File: config.mk
export PLATFORM = sky130hd
export DESIGN_NAME = irq_ctrl
export DESIGN_NICKNAME = d
export VERILOG_FILES = /design/src/rtl/reg_pkg.sv /design/src/rtl/irq_prio_enc.sv /design/src/rtl/irq_ctrl.sv
export SDC_FILE = /design/constraint.sdc
export NUM_CORES = 1
export LEC_CHECK = 0
export ABC_AREA = 1
export ABC_CLOCK_PERIOD_IN_PS = 1600
export CAP_MARGIN = 20
export CORE_ASPECT_RATIO = 1.2
export CORE_UTILIZATION = 35
export DETAILED_ROUTE_END_ITERATION = 10
export PLACE_DENSITY = 0.87
export SLEW_MARGIN = 20
export SYNTH_ARGS = -nofsm -noshare
export SYNTH_HDL_FRONTEND = slang
export SYNTH_HIERARCHICAL = 1
export SYNTH_SLANG_ARGS = --single-unit
File: constraint.sdc
create_clock -name clk -period 1.6 [get_ports clk]
set_clock_uncertainty 0.15 [all_clocks]
set_input_delay 0.24 -clock clk [delete_from_list [all_inputs] [get_ports clk]]
set_output_delay 0.24 -clock clk [all_outputs]
set_load 0.05 [all_outputs]
File: src/rtl/reg_pkg.sv
// rtl/reg_pkg.sv - shared status register, CPU mode and interrupt FSM types
package reg_pkg;

  typedef enum logic {
    MODE_USER  = 1'b0,
    MODE_SUPER = 1'b1
  } cpu_mode_e;

  typedef struct packed {
    logic n;
    logic z;
    logic c;
    logic v;
  } alu_status_t;

  // Bit layout [5]=mode, [4]=imask, [3:0]=ALU flags
  typedef struct packed {
    cpu_mode_e   mode;
    logic        imask;
    alu_status_t alu;
  } status_t;

  typedef enum logic [2:0] {
    IRQ_IDLE    = 3'd0,
    IRQ_PENDING = 3'd1,
    IRQ_ENTRY   = 3'd2,
    IRQ_SERVICE = 3'd3,
    IRQ_RETURN  = 3'd4
  } irq_state_e;

  localparam int IRQ_LINES = 4;

endpackage

File: src/rtl/irq_prio_enc.sv
// rtl/irq_prio_enc.sv - fixed-priority encoder, bit 0 wins
module irq_prio_enc (
  input  logic [3:0] req,
  output logic [1:0] id,
  output logic       valid
);

  always_comb begin
    id    = 2'd0;
    valid = 1'b1;
    casez (req)
      4'b???1: id = 2'd0;
      4'b??10: id = 2'd1;
      4'b?100: id = 2'd2;
      4'b1000: id = 2'd3;
      default: valid = 1'b0;
    endcase
  end

endmodule

File: src/rtl/irq_ctrl.sv
// rtl/irq_ctrl.sv - single-level interrupt controller with status save/restore
module irq_ctrl
  import reg_pkg::*;
#(
  parameter logic [15:0] VECTOR_BASE   = 16'h0010,
  parameter int          VECTOR_STRIDE = 4
) (
  input  logic        clk,
  input  logic        rst,
  input  logic [3:0]  irq_lines,
  input  logic [3:0]  irq_en,
  input  status_t     status_in,
  output logic        irq_pending,
  input  logic        irq_ack,
  input  logic        reti,
  output logic [15:0] vector_out,
  output logic        vector_valid,
  output status_t     status_out,
  output logic        ld_status,
  output logic        imask_out,
  output logic        ld_imask,
  output cpu_mode_e   mode_out,
  output logic        ld_mode
);

  irq_state_e  state_q, state_d;
  logic [1:0]  irq_id_q;
  status_t     shadow_q;
  logic [1:0]  enc_id;
  logic        enc_valid;
  logic        take;
  logic [15:0] vector_calc;

  irq_prio_enc u_prio (
    .req   (irq_lines & irq_en),
    .id    (enc_id),
    .valid (enc_valid)
  );

  assign take        = !status_in.imask && enc_valid;
  assign vector_calc = VECTOR_BASE + 16'(irq_id_q) * 16'(VECTOR_STRIDE);

  always_ff @(posedge clk or posedge rst) begin
    if (rst) begin
      state_q  <= IRQ_IDLE;
      irq_id_q <= 2'd0;
      shadow_q <= '0;
    end else begin
      state_q <= state_d;
      if (state_q == IRQ_IDLE && take)
        irq_id_q <= enc_id;
      if (state_q == IRQ_PENDING && irq_ack)
        shadow_q <= status_in;
    end
  end

  // Outputs depend only on state, so reset values appear as soon as rst forces IDLE
  always_comb begin
    state_d      = state_q;
    irq_pending  = 1'b0;
    vector_out   = 16'h0000;
    vector_valid = 1'b0;
    ld_status    = 1'b0;
    imask_out    = 1'b0;
    ld_imask     = 1'b0;
    mode_out     = MODE_USER;
    ld_mode      = 1'b0;
    case (state_q)
      IRQ_IDLE: begin
        if (take) state_d = IRQ_PENDING;
      end
      IRQ_PENDING: begin
        irq_pending = 1'b1;
        if (irq_ack) state_d = IRQ_ENTRY;
      end
      IRQ_ENTRY: begin
        ld_imask     = 1'b1;
        imask_out    = 1'b1;
        ld_mode      = 1'b1;
        mode_out     = MODE_SUPER;
        vector_valid = 1'b1;
        vector_out   = vector_calc;
        state_d      = IRQ_SERVICE;
      end
      IRQ_SERVICE: begin
        if (reti) state_d = IRQ_RETURN;
      end
      IRQ_RETURN: begin
        ld_status = 1'b1;
        state_d   = IRQ_IDLE;
      end
      default: state_d = IRQ_IDLE;
    endcase
  end

  assign status_out = shadow_q;

endmodule

After elaboration in Yosys (flattened, before gate mapping)

Cells that the tools add are included.

Flip-flop bits (word level): 11
Latch bits: 0
RAM bits: 0
ROM bits: 0
Input port bits: 18
Output and inout bits: 29
Logic and storage cells: 37
Memories kept: 0

Add/subtract/negate cells: 1
Multipliers: 0
Divide/modulo/power cells: 0
$lt $le $gt $ge: 0
Equal/unequal tests: 10
Shifts and indexed selects: 0
Multiplexer cells: 10
Bitwise operators: 1
Reduce and logical (&&, ||, !) cells: 7

Operators by type and width:

| kind                  | number |
|---|---|
| $pmux W3 S4           | 1 |
| $mux W3               | 3 |
| $add A5 B4 Y6 const A | 1 |
| $eq A3 B2 Y1 const B  | 2 |
| $eq A3 B3 Y1 const B  | 2 |
| $mux W6               | 1 |
| $ne A2 B2 Y1 const B  | 3 |
| $pmux W2 S3           | 1 |
| $and A4 B4 Y4         | 1 |
| $eq A4 B4 Y1 const B  | 1 |
| $mux W1               | 4 |
| $reduce_or A4 Y1      | 1 |
| $eq A3 B1 Y1 const B  | 1 |
| $logic_and A1 B1 Y1   | 3 |
| $logic_not A3 Y1      | 1 |
| $reduce_and A3 Y1     | 1 |
| $eq A2 B2 Y1 const B  | 1 |
| $logic_not A1 Y1      | 1 |

Depth between registers and ports, before layout

Depth in word-level cells: 7
Mapped depth: 9
Mapped depth without buffers: 9

Cells and area by module

Netlist, hierarchy kept.

By module, submodules not included:

| module       | instances | cells each | area each (sq um) |
|---|---|---|---|
| irq_ctrl     | 1         | 95         | 699.4 |
| irq_prio_enc | 1         | 11         | 43.8 |

Worst setup path after synthesis

No wires, ideal clock.

Kind: reg-to-output
Start point: reg state_q[0]
End point: out ld_imask
Arrival: 1.383 ns
Data required time: 1.210 ns
Slack: -0.173 ns
Stages on the path, launching flop included: 5
Path through: dfrtp_1 nor2_1 nand2_1 inv_1 buf_4

Cells in the longest elaborated chain, start to end: 2

RTL lines:

| item                   | RTL line       | source |
|---|---|---|
| start, declared        | irq_ctrl.sv:26 | `irq_state_e state_q, state_d;` |
| start signal, assigned | irq_ctrl.sv:49 | `state_q <= state_d;` |
| $eq A3 B2 Y1           | n/a            |  |
| $mux W1                | n/a            |  |
| end, declared          | irq_ctrl.sv:21 | `output logic ld_imask,` |

Every way passes these cells.

Final worst setup path

Start point: reg state_q[0]
End point: out vector_out[4]

Cells in the longest elaborated chain, start to end: 2

RTL lines:

| item          | RTL line       | source |
|---|---|---|
| $eq A3 B2 Y1  | irq_ctrl.sv:68 | `case (state_q)` |
| $mux W6       | irq_ctrl.sv:68 |  |
| end, declared | irq_ctrl.sv:16 | `output logic [15:0] vector_out,` |

Every way passes these cells.

==> impl_metrics.py <==
metrics = {
    "run_status": {
        "status": "finished, violations left",
        "violations": "design-rule violations, negative setup slack",
    },
    "sta": {
        "period_share_pct": 105,
        "hold_viol": 0,
        "period_needed_ns": 1.67,
        "final.hold.worst_slack_ns": 0.104,
        "fin_ws_ns": -0.0736,
        "finalMaxSlewViolations": 0,
        "rsz0062_at_grt": "yes",
        "setup_viol_count_final": 9,
        "timing.fmax_mhz": 598,
    },
    "finish": {
        "final_nets": 166,
        "drive_gt1_share_pct": 28.6,
        "final.fill_count": 145,
        "layout_commonest_cell": "nand2_1",
        "diodes": 0,
        "syn2layout_area_growth_pct": 76.3,
        "final_cell_mix": "nand2_1 (29), clkdlybuf4s50_1 (17), buf_12 (17)",
        "fin_cells": 166,
    },
    "detailed_routing": {
        "drtAntennaViolNets": 0,
        "via_per_inst": 4.37,
        "vias": 726,
        "wl_um": 1740,
        "drtIter0Drc": 19,
        "drc_errors": 2,
        "wl_per_cell_um": 10.5,
        "drt_pass1_iterations": 10,
    },
    "critical_path": {
        "worstSetupPathType": "flop to output pin",
        "rrSetupSlack_ns": 0.12,
        "worstPathMaxFanout": 6,
        "slowest_delay_ns": 0.42,
        "r2r_cells": 7,
        "r2r-end": "irq_id_q[1]",
        "crit_buf_inv": 3,
        "worst_setup_path_end_kind": "output pin",
        "cp-start-kind": "flop",
        "required_ns": 1.21,
        "r2r-start": "state_q[0]",
        "cp_slowest_cell": "dfrtp_1",
        "critPathTopFamily": "flip-flops",
        "crit_top_cell": "buf_12",
        "cp.arrival_ns": 1.28,
        "path_cells": "nor2_4, nand2_4, inv_2, buf_12, buf_12",
    },
    "global_routing": {
        "first_global_vias": 653,
        "antenna_found_initial": 0,
        "grtUsageMet3_pct": 4.48,
        "grt_pass1_wl_um": 2760,
        "gr-usage-met2_pct": 29.7,
        "gr-max-usage-layer": "met2",
        "grt_usage_pct": 17.0,
        "grt_use_met1_pct": 17.7,
        "grt_max_degree": 12,
        "grt_overflow": 0,
    },
    "die": {
        "start_util_pct": 38.8,
        "die_w_um": 44.1,
        "fp-row-count": 17,
        "io_pins": 47,
        "core_sq_um": 1910,
        "chipHeight_um": 52.5,
        "die_area_sq_um": 2310,
    },
    "clock_tree": {
        "clkSinkCount": 11,
        "cts_max_level": 1,
        "clk_latency_ns": 0.28,
        "clk_pin_slew_ns": 0.07,
        "cts_hold_buf": 0,
        "clockBufferDepth": 2,
        "clockRootBuffer": "clkbuf_4",
        "cts_buffers": 3,
        "cts_tree": "done",
    },
    "placed_design": {
        "dp.final_hpwl_um": 1230,
        "place_inst": 155,
        "place.gp.congestion": 0.809,
        "port_buffers": 33,
    },
    "logic_synthesis": {
        "synthCells": 106,
        "syn_area_sq_um": 743,
        "yosysSeqAreaShare_pct": 37.0,
        "ys_ff_latch": 11,
        "yosysWarningCount": 6,
        "synth_cell_type_count": 14,
        "synth_area_per_cell_sq_um": 7.01,
    },
    "pwr": {
        "switching_share_pct": 48.3,
        "intPower_w": 0.00149,
        "switchingPower_w": 0.00139,
        "seq_power_share_pct": 18.5,
        "p_per_area_nw_per_um2": 2200,
        "leakagePower_nw": 0.705,
        "clockPowerShare_pct": 6.9,
        "p_comb_share_pct": 74.6,
        "ir_drop_mv": 1.07,
    },
    "flow_run": {
        "maxCapViolations": 0,
    },
    "worst_hold_path": {
        "hp-class": "input port to async pin",
    },
}
-- what timing repair did --
item	4_1_cts	5_1_grt
pin swaps	2	1
endpoints found under the setup margin	8	10
setup buffers	3	4
gates resized for setup	5	5
hold endpoints to repair	0	0
-- power groups by stage --
stage	clock network (W)	registers, W	logic (W)
after floorplan	0	0.000721	0.000889
after global placement	0	0.000518	0.00192
after detailed placement	0	0.000527	0.00195
after CTS	0.000202	0.000519	0.00204
after global routing	0.000222	0.000556	0.00228
final	0.000199	0.000535	0.00215
-- sequential cells by signal, indices dropped and copies added, names as in the netlist --
register / flops
status_out: 6
state_q: 3
irq_id_q: 2
-- synthesized netlist by cell type, drive strengths merged --
cell | n | area [sq um]
nor2 | 12 | 50.1
buf | 18 | 135
dfrtp | 11 | 275
clkinv | 1 | 8.76
o21ai | 1 | 8.76
nand3 | 8 | 40.0
nand4 | 2 | 12.5
a21oi | 3 | 15.0
nand2 | 32 | 130
conb | 1 | 3.75
inv | 17 | 63.8
-- metrics by stage --
step	worst slack (ns)	power [W]	TNS, ns	instance area, sq um	util, %
2_1_floorplan	-0.173	0.00161	-1.15	788	-
3_3_place_gp	0.0505	0.00243	0	1200	62.8
3_5_place_dp	0.00368	0.00247	0	1200	62.8
4_1_cts	-0.0693	0.00276	-0.509	1260	66.0
5_1_grt	-0.135	0.00306	-1.13	1310	68.4
6_report	-0.0736	0.00289	-0.475	1310	68.4
-- how the worst max path moves through the flow --
stage            startpoint             to  slack, ns  cells past startpoint
6_report         state_q[0]  vector_out[4]      -0.07                      5
5_1_grt          state_q[0]       mode_out      -0.13                      5
4_1_cts          state_q[2]  vector_out[4]      -0.07                      5
2_1_floorplan    state_q[0]       ld_imask      -0.17                      4
3_5_place_dp   irq_lines[2]     state_q[0]      0.004                     10
3_3_place_gp   irq_lines[2]     state_q[0]       0.05                     10
-- logic make-up after synthesis --
kind of cell	Yosys count	share of synthesized area, %
AND/OR/NAND/NOR	54	31.3
other	1	0.505
flip-flops	11	37.0
AO/OA/AOI/OAI	4	3.20
buffers and inverters	36	27.9
-- final cells by class --
type | count | area, sq um | share of cell area, %
flip-flops and latches | 11 | 277 | 21.1
clock buffers | 4 | 26.3 | 2.01
repair buffers | 43 | 578 | 44.1
well taps | 19 | 23.8 | 1.81
multi-input cells | 71 | 333 | 25.4
inverters | 18 | 72.6 | 5.54
-- routing by layer --
layer  vias to the layer above  routed length (um)
met5                         -                   0
met4                         0                  38
met3                         2                 140
met2                        35                 953
met1                       321                 607
li1                        368                   -
No activity file was read; power rests on OpenSTA's default activity.
